### config.mk
export PLATFORM = sky130hd
export DESIGN_NAME = bus_responder
export DESIGN_NICKNAME = d
export VERILOG_FILES = /design/src/rtl/bus_responder.sv
export SDC_FILE = /design/constraint.sdc
export NUM_CORES = 1
export LEC_CHECK = 0
export BUFFER_PORTS_ARGS = -buffer_cell sky130_fd_sc_hd__buf_2
export CAP_MARGIN = 20
export CORE_MARGIN = 2
export CORE_UTILIZATION = 25
export DETAILED_ROUTE_END_ITERATION = 12
export PLACE_DENSITY_LB_ADDON = 0.15
export REMOVE_ABC_BUFFERS = 1
export SYNTH_ARGS = -nofsm -noshare
export SYNTH_HDL_FRONTEND = slang
export SYNTH_SLANG_ARGS = --single-unit
### constraint.sdc
create_clock -name clk -period 1.9 [get_ports clk]
set_clock_uncertainty 0.05 [all_clocks]
set_input_delay 0.38 -clock clk [delete_from_list [all_inputs] [get_ports clk]]
set_output_delay 0.38 -clock clk [all_outputs]
set_load 0.05 [all_outputs]
### src/rtl/bus_responder.sv
// Memory-side responder for the 6502 multiplexed bus: demuxes address/rw, issues one req/ack per bus cycle.
// Define BUS_RESPONDER_SYNC_EN for a 2-flop input synchronizer (phi asynchronous to clk); default is 1 stage.
module bus_responder #(
  parameter logic [7:0] IDLE_DATA = 8'hFF
) (
  input  logic        clk,
  input  logic        rst_n,
  input  logic        phi,
  input  logic [7:0]  ab_mux,
  input  logic [7:0]  db_in,
  output logic [7:0]  db_out,
  output logic [7:0]  db_oe,
  output logic        mem_req,
  output logic        mem_we,
  output logic [15:0] mem_addr,
  output logic [7:0]  mem_wdata,
  input  logic [7:0]  mem_rdata,
  input  logic        mem_ack,
  output logic        busy,
  output logic        late_err
);

  localparam logic [1:0] IDLE = 2'd0;
  localparam logic [1:0] REQ  = 2'd1;
  localparam logic [1:0] HOLD = 2'd2;

  logic       phi_s;
  logic       phi_s_d;
  logic [7:0] ab_s;
  logic [7:0] db_s;
  logic       fall;
  logic       rise;
  logic [1:0] state;
  logic [7:0] addr_lo;
  logic [7:0] addr_hi;
  logic [7:0] rdata_r;
  logic       rw_r;
  logic       drive_r;
  logic       rise_seen;

  // phi stages reset low so a release with phi low never fakes a falling edge
`ifdef BUS_RESPONDER_SYNC_EN
  logic       phi_p0;
  logic [7:0] ab_p0;
  logic [7:0] db_p0;

  always_ff @(posedge clk or negedge rst_n) begin
    if (!rst_n) begin
      phi_p0  <= 1'b0;
      phi_s   <= 1'b0;
      phi_s_d <= 1'b0;
    end else begin
      phi_p0  <= phi;
      phi_s   <= phi_p0;
      phi_s_d <= phi_s;
    end
  end

  always_ff @(posedge clk) begin
    ab_p0 <= ab_mux;
    db_p0 <= db_in;
    ab_s  <= ab_p0;
    db_s  <= db_p0;
  end
`else
  always_ff @(posedge clk or negedge rst_n) begin
    if (!rst_n) begin
      phi_s   <= 1'b0;
      phi_s_d <= 1'b0;
    end else begin
      phi_s   <= phi;
      phi_s_d <= phi_s;
    end
  end

  always_ff @(posedge clk) begin
    ab_s <= ab_mux;
    db_s <= db_in;
  end
`endif

  assign fall = phi_s_d & ~phi_s;
  assign rise = ~phi_s_d & phi_s;

  // bus-cycle state machine
  always_ff @(posedge clk or negedge rst_n) begin
    if (!rst_n) begin
      state     <= IDLE;
      addr_lo   <= 8'h00;
      addr_hi   <= 8'h00;
      mem_wdata <= 8'h00;
      mem_req   <= 1'b0;
      mem_we    <= 1'b0;
      rw_r      <= 1'b0;
      drive_r   <= 1'b0;
      rise_seen <= 1'b0;
      late_err  <= 1'b0;
    end else begin
      case (state)
        IDLE: begin
          if (phi_s) begin
            addr_lo <= ab_s;
            rw_r    <= db_s[0];
          end
          if (fall) begin
            addr_hi   <= ab_s;
            mem_wdata <= db_s;
            mem_req   <= 1'b1;
            mem_we    <= rw_r;
            rise_seen <= 1'b0;
            state     <= REQ;
          end
        end
        REQ: begin
          if (rise) begin
            late_err  <= 1'b1;
            rise_seen <= 1'b1;
          end
          if (mem_ack) begin
            mem_req <= 1'b0;
            // an ack after the address phase has restarted must not drive the pins
            if (rise_seen || rise) begin
              state <= IDLE;
            end else begin
              drive_r <= ~rw_r;
              state   <= HOLD;
            end
          end
        end
        HOLD: begin
          if (rise) begin
            drive_r <= 1'b0;
            addr_lo <= ab_s;
            rw_r    <= db_s[0];
            state   <= IDLE;
          end
        end
        default: begin
          mem_req <= 1'b0;
          drive_r <= 1'b0;
          state   <= IDLE;
        end
      endcase
    end
  end

  always_ff @(posedge clk) begin
    if (state == REQ && mem_ack && !mem_we) begin
      rdata_r <= mem_rdata;
    end
  end

  // db_oe gated on raw phi so the pins are released the moment the address phase starts
  assign db_oe    = {8{drive_r & ~phi}};
  assign db_out   = drive_r ? rdata_r : IDLE_DATA;
  assign mem_addr = {addr_hi, addr_lo};
  assign busy     = (state == REQ) || (state == HOLD);

endmodule

==> results of run 1 <==
[cells in the mapped netlist, types with 2 or more instances]
| master | n |
|---|---|
| nor2_2 | 2 |
| inv_1 | 3 |
| mux2_2 | 7 |
| ha_1 | 5 |
| buf_4 | 7 |
| mux2_4 | 20 |
| nand2_1 | 6 |
| dfxtp_1 | 16 |
| mux2_1 | 3 |
| a21oi_2 | 2 |
| dfrtp_1 | 34 |
| edfxtp_1 | 8 |
| nand2b_1 | 10 |
[worst reg2reg max path: cells and delay by family (launching register included)]
family                     cells  cell delay, ns
AOI/OAI and AO/OA              1            0.47
DFF                            1            0.38
muxes                          1            0.35
adders and majority gates      1            0.28
buffers and inverters          1            0.09
[layout by cell type (no fill, tap or decap), drive strengths merged]
| master | instances |
|---|---|
| dlygate4sd3 | 1 |
| o211ai | 1 |
| nand2 | 6 |
| a21o | 1 |
| clkbuf | 14 |
| ha | 5 |
| inv | 3 |
| a21oi | 2 |
| edfxtp | 8 |
| nor2 | 3 |
| a221oi | 1 |
| o2bb2ai | 1 |
| dfxtp | 16 |
| nand3b | 1 |
| nand2b | 10 |
| mux2 | 30 |
| o21ai | 2 |
| clkinv | 2 |
| nor3b | 1 |
| buf | 75 |
| nor2b | 1 |
| dfrtp | 34 |
| and2b | 1 |
[final timing paths]
path / to / slack, ns / cells after the start
hold / removal: db_s[4] / 0.10 / 1
min in group asynchronous: mem_wdata[7] / 0.49 / 2
setup / recovery: db_oe[2] / 0.11 / 2
setup reg to reg: addr_lo[4] / 0.17 / 4
hold reg to reg: late_err / 0.41 / 1
max in group asynchronous: mem_wdata[1] / 0.84 / 3
[flip-flops by register name, indices dropped and copies added (netlist names)]
signal	flops
ab_s	8
addr_hi	8
addr_lo	8
db_s	8
drive_r	1
late_err	1
mem_req	1
mem_wdata	8
mem_we	1
phi_s	1
phi_s_d	1
rdata_r	8
rise_seen	1
rw_r	1
state	2
[logic make-up after synthesis]
logic type               count (synthesis)
adder cells (fa/ha/maj)                  5
multiplexers                            30
AND/OR/NAND/NOR                         23
AO/OA/AOI/OAI                            8
flip-flops                              58
buffers and inverters                   11
[stage by stage]
stage                     total power (uW)  hold WS, ns  setup WS, ns  instances  instance area (um2)
after floorplan                       4040       0.0344         -4.20        127                 2120
after global placement                4690        0.328         0.187        310                 2660
after detailed placement              4700        0.324         0.151        310                 2660
after CTS                             5780       0.0786        0.0634        327                 2860
after global routing                  5980       0.0753       0.00910        327                 2860
final                                 5680        0.101         0.108        327                 2860
[area by class of cell]
type | instances | area (um2)
Clock inverter | 2 | 10.0
Sequential cell | 58 | 1410
Multi-Input combinational cell | 66 | 696
Fill cell | 907 | 5740
Inverter | 3 | 11.3
Clock buffer | 14 | 173
Tap cell | 108 | 135
Timing Repair Buffer | 76 | 420
[per-layer routing]
layer  wire length, um  part of all wire
met5                 0                 0
met2              1820              0.43
met4                61             0.015
met3               363             0.086
met1              1970              0.47
[power breakdown]
group | switching (uW) | internal (uW)
combinational | 1910 | 885
sequential | 208 | 1640
clock | 456 | 577
[repair_timing]
item	4_1_cts	5_1_grt
buffers inserted	0	0
hold endpoints to repair	18	0
hold buffers	1	0
resized for setup	0	0
==> results.cfg, run 1 <==
[timing]
rsz0062_at_grt = false
clock.fmax_mhz = 558
worst_pin_slew_ns = 0.491
slew_headroom = 0.671
final.min_clock_period_ns = 1.79
fin_crit_sh = 0.943
hold_violations = 0
slew_violations = 0
setup_tns_ns = 0
setup_viol = 0

[synthesis]
yosys.area_share.adder = 0.0287
synthSimpleGateAreaFrac = 0.0654
ys_types = 25
async_flop_share = 0.586
seq_area_frac_synth = 0.647
synth_compound_area_frac = 0.0356
synth_top_area_frac = 0.390
synthMuxAreaShare = 0.189
netlist_area_um2 = 2180
ys.flop_type = dfrtp_1
synth_top_family_by_area = multiplexers
synth_area_per_cell_um2 = 16.2
synth_cells = 135
synth_xor_area_frac = 0
synth-edff-count = 8
synth_area_leader_cell = dfrtp_1
yosys_warnings = 0
synth_seq_cells = 58
synthTopCellsByArea = dfrtp_1 39%, dfxtp_1 15%, mux2_4 14%

[worst_setup_path]
critPathMaxStageDelay_ns = 0.35
reg2reg_from = state[0]
worstPathMaxFanout = 8
worstSetupStartpoint = drive_r
cp-end-kind = output port
worst_setup_path_start_kind = register
critPathTopFamily = simple AND/OR/NAND/NOR gates
worstPathArrival_ns = 1.36
crit_buf_inv = 1
slowest_stage = nor2b_1
worstPathCellList = nor2b_1 -> buf_2
critical_path_class = register to output port
cp.required_ns = 1.47

[die]
core-area_um2 = 8590
dieWidth_um = 97.4
start_util = 0.254
dieArea_um2 = 9490
num_io_pins = 72
row_count = 34
die_h_um = 97.4

[route]
wl_mm = 4.21
antenna_left = 0
wl_per_cell_um = 12.9
vias_per_cell = 3.84
drtIter0Drc = 42
drc_errors = 0
num_vias = 1257
dr.pass1.iters = 3

[grt]
grt_pass1_wl_mm = 6.72
use_met3 = 0.0475
grt_max_degree = 20
grt_pass1_vias = 1265
top_usage_layer = met2
track_usage = 0.0927
grt_use_met1 = 0.119
grtUsageMet2 = 0.137
antenna_found_initial = 0
grt_overflow = 0

[status]
status = finished clean

[layout]
drive_above_1_share = 0.562
utilization = 0.332
area_delta_synth_final_pct = 30.9
layout.nets = 247
diodes = 0

[pwr]
ir_drop_mv = 0.859
leakage_uw = 0.00137
power_density_nw_per_um2 = 1990

[placed_design]
io_buffers = 71
hpwl_mm = 3.02
gp_congestion = 0.702

[hold_path]
worstHoldPathType = primary input to register
hold_path.startpoint = db_in[4]

[clock_tree]
cts-buffers-inserted = 9
cts.path.max_buffers = 2
cts_tree = done
cts.sinks = 58
htreeDepth = 3
path_clk_slew_ns = 0.06
insertion_delay_ns = 0.32
clockRootBuffer = clkbuf_8

[job]
cap_violations = 0
Note: power is estimated with default switching activity, not from simulation.
==> inputs of run 2 (changes only) <==
--- a/config.mk
+++ b/config.mk
@@ -7,11 +7,12 @@
 export LEC_CHECK = 0
 export BUFFER_PORTS_ARGS = -buffer_cell sky130_fd_sc_hd__buf_2
 export CAP_MARGIN = 20
+export CELL_PAD_IN_SITES_DETAIL_PLACEMENT = 1
+export CELL_PAD_IN_SITES_GLOBAL_PLACEMENT = 1
 export CORE_MARGIN = 2
 export CORE_UTILIZATION = 25
 export DETAILED_ROUTE_END_ITERATION = 12
 export PLACE_DENSITY_LB_ADDON = 0.15
-export REMOVE_ABC_BUFFERS = 1
 export SYNTH_ARGS = -nofsm -noshare
 export SYNTH_HDL_FRONTEND = slang
 export SYNTH_SLANG_ARGS = --single-unit
==> constraint.sdc (replaced) <==
create_clock -name clk -period 1.9 [get_ports clk]
set_clock_uncertainty 0.05 [all_clocks]
set_input_delay 0.38 -clock clk [delete_from_list [all_inputs] [get_ports clk]]
set_output_delay 0.38 -clock clk [all_outputs]
set_load 0.1 [all_outputs]
==> results.cfg, run 2 (synthesized netlist as in run 1, its figures left out) <==
[worst_setup_path]
path_depth = 3
critical_path_class = register to output port
worstPathArrival_ns = 1.33
worst_setup_path_start_kind = register
worstPathMaxFanout = 10
r2r-end = addr_lo[3]
r2r_setup_slack_ns = 0.16
critPathMaxStageDelay_ns = 0.46
cp-end-kind = output port
worstSetupStartpoint = drive_r
slowest_stage = dfrtp_2
cp.required_ns = 1.47
crit_top_cell = buf_12
crit_buf_inv = 2
critPathTopFamily = flip-flops
crit_end = db_oe[2]
reg2reg_from = state[0]
worstPathCellList = nor2b_4 -> buf_12 -> buf_12
r2r_cells = 4

[grt]
track_usage = 0.101
grt_max_degree = 19
antenna_found_initial = 0
grt_pass1_vias = 1401
grt_overflow = 0
grt_pass1_wl_mm = 7.22

[clock_tree]
cts_tree = done
cts_setup_buffers = 0
path_clk_slew_ns = 0.07
cts.sinks = 58
htreeDepth = 3
clockRootBuffer = clkbuf_8
cts.path.max_buffers = 2
cts-buffers-inserted = 9
insertion_delay_ns = 0.34

[timing]
worst_pin_slew_ns = 0.504
slew_violations = 0
hold_violations = 0
slew_headroom = 0.662
rsz0062_at_grt = false
fin_crit_sh = 0.928
final.min_clock_period_ns = 1.76
setup_viol = 0
clock.fmax_mhz = 567
fin_hold_ws_ns = 0.0908

[synthesis]
synth_fp_nets = 168

[die]
num_io_pins = 72
core-area_um2 = 8590
start_util = 0.254
die_h_um = 97.4
dieArea_um2 = 9490
row_count = 34
dieWidth_um = 97.4

[layout]
diodes = 0
area_delta_synth_final_pct = 38.3
layout_commonest_cell = buf_2
layout.nets = 249
drive_above_1_share = 0.584
final_cell_mix = 62 x buf_2, 33 x dfrtp_1, 20 x mux2_4

[route]
wl_mm = 4.33
wl_per_cell_um = 13.1
num_vias = 1308
drc_errors = 0
dr.pass1.iters = 3
drtIter0Drc = 29
vias_per_cell = 3.98
antenna_left = 0

[job]
cap_violations = 0

[placed_design]
hpwl_mm = 3.25
io_buffers = 71
gp_congestion = 0.643

[hold_path]
hold_depth = 1
worstHoldPathType = primary input to register

[status]
status = finished clean
-- run 2: cell types whose count changed in the layout (fill, tap and decap cells not counted), sizes merged --
cell,before,now
buf,75,77
clkbuf,14,12
clkinv,2,3
inv,3,4
-- run 2: per-stage QoR --
step | std cells | utilization | worst slack [ns] | TNS, ns | cell area (um2)
3_3_place_gp | 312 | 0.327 | 0.174 | 0 | 2810
4_1_cts | 329 | 0.351 | 0.0978 | 0 | 3020
6_report | 329 | 0.351 | 0.137 | 0 | 3020
2_1_floorplan | 135 | - | -0.0389 | -0.272 | 2190
3_5_place_dp | 312 | 0.327 | 0.125 | 0 | 2810
5_1_grt | 329 | 0.351 | 0.0322 | 0 | 3020
-- run 2: how the worst min path moves through the flow --
| stage | startpoint | end | slack, ns |
|---|---|---|---|
| floorplan | rst_n | addr_hi[0] | 0.03 |
| global placement | rst_n | mem_wdata[6] | 0.30 |
| detailed placement | rst_n | mem_wdata[6] | 0.30 |
| CTS | ab_mux[7] | ab_s[7] | 0.07 |
| global route | db_in[4] | db_s[4] | 0.07 |
| finish | ab_mux[7] | ab_s[7] | 0.09 |
-- run 2: timing repair --
action,4_1_cts,5_1_grt
hold buffers,1,0
resized for setup,1,0
hold endpoints to repair,16,0
setup endpoints to repair,3,0
-- run 2: worst reg2reg max path, stage by stage (launching register included) --
cell	delay, ns
dfrtp_1	0.38
inv_1	0.09
ha_1	0.28
o211ai_4	0.48
mux2_4	0.35
-- run 2: area by class of cell --
| class | instances | area, um2 |
|---|---|---|
| inverters | 3 | 11.3 |
| clock buffers | 12 | 176 |
| multi-input cells | 66 | 703 |
| fillers | 937 | 5580 |
| repair buffers | 78 | 558 |
| well taps | 108 | 135 |
| flip-flops and latches | 58 | 1410 |
| clock inverters | 4 | 21.3 |
-- run 2: per-layer routing --
metal	track usage	wire, um	vias up	share of wire
met5	0	0	-	0
met3	0.0353	331	11	0.077
met1	0.133	1960	621	0.45
li1	-	-	619	-
met2	0.139	1910	57	0.44
met4	0.0673	124	0	0.029
Power of run 2 is not shown: default switching activity piles up to over one toggle a cycle in this logic, so the estimate is an artifact.
